===== src/rtl/lfsr_fib_param.sv =====
// Parameterised Fibonacci LFSR with XOR/XNOR feedback, seed loading and lock-up detection.
// It also measures the sequence period and raises a one-cycle wrap pulse when the start state recurs.
module lfsr_fib_param #(
  parameter int               WIDTH        = 11,
  parameter logic [WIDTH-1:0] TAPS         = 11'h500,
  parameter logic [WIDTH-1:0] DEFAULT_SEED = WIDTH'(1)
) (
  input  logic             clk,
  input  logic             rst_n,
  input  logic             en,
  input  logic             load,
  input  logic [WIDTH-1:0] seed,
  input  logic             xnor_mode,
  output logic [WIDTH-1:0] out,
  output logic [WIDTH-1:0] step_cnt,
  output logic [WIDTH-1:0] period_len,
  output logic             wrap,
  output logic             busy,
  output logic             lock_err
);

  if (WIDTH < 3 || WIDTH > 32) begin : g_bad_width
    $error("lfsr_fib_param: WIDTH must be within 3..32");
  end
  if (!TAPS[WIDTH-1]) begin : g_bad_taps
    $error("lfsr_fib_param: TAPS[WIDTH-1] must be set");
  end
  if (DEFAULT_SEED == '0) begin : g_bad_seed
    $error("lfsr_fib_param: DEFAULT_SEED must not be the XOR lock-up value");
  end

  typedef enum logic [1:0] {
    ST_IDLE   = 2'd0,
    ST_RUN    = 2'd1,
    ST_LOCKED = 2'd2
  } state_e;

  state_e           r_fsm;
  logic [WIDTH-1:0] r_state;
  logic [WIDTH-1:0] r_start;
  logic [WIDTH-1:0] r_step_cnt;
  logic [WIDTH-1:0] r_period;
  logic             r_mode;
  logic             r_wrap;

  logic             w_fb;
  logic [WIDTH-1:0] w_next;
  logic             w_hit;
  logic [WIDTH-1:0] w_cnt_inc;
  logic             w_seed_is_lock;

  assign w_fb           = (^(r_state & TAPS)) ^ r_mode;
  assign w_next         = {r_state[WIDTH-2:0], w_fb};
  assign w_hit          = (w_next == r_start);
  assign w_cnt_inc      = (&r_step_cnt) ? r_step_cnt : r_step_cnt + WIDTH'(1);
  // The lock value depends on the mode being loaded, not the mode currently held.
  assign w_seed_is_lock = xnor_mode ? (&seed) : ~(|seed);

  // NOTE: non-blocking assignments so every register samples pre-edge values of its peers.
  always_ff @(posedge clk or negedge rst_n) begin
    if (!rst_n) begin
      r_fsm      <= ST_IDLE;
      r_state    <= DEFAULT_SEED;
      r_start    <= DEFAULT_SEED;
      r_mode     <= 1'b0;
      r_step_cnt <= '0;
      r_period   <= '0;
      r_wrap     <= 1'b0;
    end else begin
      r_wrap <= 1'b0;
      if (load) begin
        r_state    <= seed;
        r_start    <= seed;
        r_mode     <= xnor_mode;
        r_step_cnt <= '0;
        r_period   <= '0;
        r_fsm      <= w_seed_is_lock ? ST_LOCKED : ST_IDLE;
      end else begin
        case (r_fsm)
          // Leaving IDLE performs the first shift on the same edge, so stepping starts
          // on the cycle after en is seen rather than one cycle later.
          ST_IDLE, ST_RUN: begin
            if (en) begin
              r_fsm   <= ST_RUN;
              r_state <= w_next;
              if (w_hit) begin
                r_wrap     <= 1'b1;
                r_period   <= w_cnt_inc;
                r_step_cnt <= '0;
              end else begin
                r_step_cnt <= w_cnt_inc;
              end
            end else begin
              r_fsm <= ST_IDLE;
            end
          end
          ST_LOCKED: begin
            r_fsm <= ST_LOCKED;
          end
          default: r_fsm <= ST_IDLE;
        endcase
      end
    end
  end

  assign out        = r_state;
  assign step_cnt   = r_step_cnt;
  assign period_len = r_period;
  assign wrap       = r_wrap;
  assign busy       = (r_fsm == ST_RUN);
  assign lock_err   = (r_fsm == ST_LOCKED);

endmodule

===== config.mk =====
export PLATFORM = sky130hd
export DESIGN_NAME = lfsr_fib_param
export DESIGN_NICKNAME = d
export VERILOG_FILES = /design/src/rtl/lfsr_fib_param.sv
export SDC_FILE = /design/constraint.sdc
export NUM_CORES = 1
export LEC_CHECK = 0
export ABC_CLOCK_PERIOD_IN_PS = 1760
export CAP_MARGIN = 30
export CORE_UTILIZATION = 46
export CTS_CLUSTER_SIZE = 12
export DETAILED_ROUTE_END_ITERATION = 10
export PLACE_DENSITY_LB_ADDON = 0.05
export SYNTH_ARGS = -nofsm -noshare
export SYNTH_HDL_FRONTEND = slang
export SYNTH_SLANG_ARGS = --single-unit

===== constraint.sdc =====
create_clock -name clk -period 1.76 [get_ports clk]
set_clock_uncertainty 0.1 [all_clocks]
set_input_delay 0.352 -clock clk [delete_from_list [all_inputs] [get_ports clk]]
set_output_delay 0.352 -clock clk [all_outputs]
set_load 0.03 [all_outputs]

==> flow_summary.toml <==
[placed_design]
gp_congestion = 0.777
placed_area_um2 = 3360
io_buffer_count = 51
preCtsSetupSlack_ps = -168
dp_hpwl_mm = 4.38

[critical_path]
reg2reg_from = "out[10]"
rrSetupSlack_ps = -110
crit_fanout = 8
r2r-end = "period_len[6]"
cp-end-kind = "flip-flop"
arrival_ps = 1960
critPathKind = "flip-flop to flip-flop"
required_ps = 1850
rr_worst_depth = 7
start_kind = "flip-flop"

[outcome]
violations = "negative setup slack"
status = "finished, violations left"

[timing]
tns_ps = -1320
fmax_mhz = 534
relSlewSlack_pct = 61.9
holdWs_ps = 399
worstMarginPinSlew_ps = 571
fin_crit_sh_pct = 106
period_needed_ps = 1870
rsz0062_at_grt = "yes"
final_hold_viol_count = 0
maxSlewViolCount = 0
finalSetupViolCount = 21
post-route-worst-setup-slack_ps = -112

[clocking]
worst_skew_pair.late_latency_ps = 300
cts_root_buffer = "clkbuf_8"
cts_sinks = 48
cts.htree.levels = 2
clockBufferDepth = 2
cts_tree = "yes"
cts-buffers-inserted = 5
clkTransAtPathRegs_ps = 90

[floorplan]
row_count = 26
die_y_um = 74.9
coreArea_um2 = 5110
initial_utilization_pct = 47.8
io_pins = 52
die_area_um2 = 5600
die_w_um = 74.9

[logic_synthesis]
syn_nets = 279
postSynthCellCount = 262
ys_types = 36
synth-seq-cells = 48
synth_warnings = 0
yosysSeqAreaShare_pct = 49.3
syn-cell-area_um2 = 2440
syn_area_per_cell_um2 = 9.32

[route]
drtIter0Drc = 145
detail-route-antenna-nets = 0
finalWirelength_mm = 6.09
vias = 2239
post_drt_via_cell_ratio = 5.36
drt-pass1-iter-count = 4
route.detailed.drc = 0
routedWlPerCell_um = 14.6

[worst_hold_path]
whs_path_depth = 2
hp-class = "input port to flip-flop"
hp-start = "load"
worstHoldEndpoint = "r_fsm[0]"

[cells_and_area]
antennaDiodeCount = 0
finalInstanceArea_um2 = 3550
drive_gt1_share_pct = 27.0
areaGrowthSynthToFinish_pct = 45.4
multi_input_area_um2 = 1260
ff_latch_area_um2 = 1210
fill_cells = 440
nNetsFinal = 364

[global_routing]
grt_max_degree = 31
antenna_found_initial = 0
grt_pass1_vias = 2135
grt-ovfl-total = 0
grt_pass1_wl_mm = 10.1
grt_use_total_pct = 24.2

[power_and_ir_drop]
ir_drop_mv = 0.489
p_per_area_nw_per_um2 = 685
power.leakage_nw = 1.71

[flow_run]
drv_cap = 0
through the flow:
stage	std cells	total power, W	util (%)
2_1_floorplan	262	0.00151	-
3_3_place_gp	404	0.00176	65.7
3_5_place_dp	404	0.00178	65.7
4_1_cts	414	0.00245	67.9
5_1_grt	418	0.00255	69.5
6_report	418	0.00243	69.5
area by class of cell:
| class | instances | share of cell area [%] |
|---|---|---|
| Tap cell | 70 | 2.47 |
| Timing Repair Buffer | 95 | 23.9 |
| Sequential cell | 48 | 34.1 |
| Clock buffer | 6 | 2.33 |
| Clock inverter | 2 | 0.282 |
| Multi-Input combinational cell | 184 | 35.6 |
| Inverter | 13 | 1.37 |
sequential cells by signal, summed over array words and instances (netlist names):
| signal | flops |
|---|---|
| out | 11 |
| r_mode | 1 |
| r_fsm | 2 |
| period_len | 11 |
| r_start | 11 |
| wrap | 1 |
| step_cnt | 11 |
logic make-up (layout without fill, tap and decap cells):
| group | after synthesis | count (layout) | share of synthesized area [%] |
|---|---|---|---|
| and+or+nand+nor | 87 | 87 | 18.1 |
| AOI/OAI and AO/OA | 67 | 67 | 15.0 |
| DFF | 48 | 48 | 49.3 |
| buffers and inverters | 30 | 116 | 4.92 |
| muxes | 15 | 15 | 6.35 |
| xor gates and xnor gates | 14 | 14 | 5.89 |
| adders and majority gates | 1 | 1 | 0.512 |
synth_stat cells (all sizes together):
cell	count	area share, %
dfrtp	46	47
o21ai	31	6.4
a21oi	27	5.5
nand2	24	3.7
nand3	17	3.5
inv	13	2.0
clkbuf	12	1.8
mux2i	11	4.5
xor2	11	3.9
nor2	10	1.5
nor3	8	1.6
and3	6	1.5
nand4	6	1.8
nor4	6	1.5
buf	5	1.1
mux2	4	1.8
nor2b	4	1.0
and4	3	1.1
a31oi	2	0.51
and2	2	0.51
dfstp	2	2.2
xnor2	2	1.0
a2111oi	1	0.61
a211oi	1	0.31
a21boi	1	0.31
a22oi	1	0.31
ha	1	0.51
nand2b	1	0.26
o21ba	1	0.41
o22ai	1	0.26
o41ai	1	0.36
xnor3	1	0.92
cell usage in the layout (no fill, tap or decap), types with 6 or more instances in the layout:
| cell | count |
|---|---|
| clkdlybuf4s50_1 | 13 |
| dfrtp_1 | 39 |
| clkbuf_8 | 6 |
| nor2_1 | 10 |
| dlygate4sd2_1 | 32 |
| nand2_1 | 23 |
| nand3_1 | 15 |
| and3_1 | 6 |
| xor2_1 | 11 |
| o21ai_0 | 27 |
| inv_1 | 13 |
| dfrtp_2 | 7 |
| buf_4 | 36 |
| mux2i_1 | 11 |
| a21oi_1 | 26 |
how the worst max path moves through the flow:
stage,start,to,slack [ps]
6_report,out[10],period_len[6],-110
4_1_cts,out[8],period_len[9],-150
3_5_place_dp,r_mode,period_len[2],-170
2_1_floorplan,out[10],period_len[0],-90
3_3_place_gp,step_cnt[1],period_len[0],-70
5_1_grt,out[10],period_len[10],-200
worst max-delay path: stages, from the launching register on:
cell and delay [ps]:
dfrtp_2 420, xnor3_2 400, xnor2_2 180, nand4_2 160, buf_8 180, buf_8 130
o21ai_1 110, a21oi_1 70
layer usage:
layer | part of all wire, % | GRT usage, %
met4 | 1.8 | 8.39
met3 | 4.1 | 4.42
met5 | 0 | 0
met1 | 43 | 31.0
met2 | 51 | 41.1
repair_timing:
item | in CTS | in global routing
setup endpoints to repair | 51 | 26
setup buffers | 1 | 4
endpoints found under the hold margin | 22 | 0
pin swaps | 6 | 10
resized for setup | 46 | 21
hold buffers | 1 | 0
where the power goes:
part	total (W)	switching, W	internal [W]
Clock	0.000688	0.000374	0.000314
Sequential	0.00121	0.0000413	0.00117
Combinational	0.000536	0.000300	0.000236
Power figures use the tool's default switching activity.
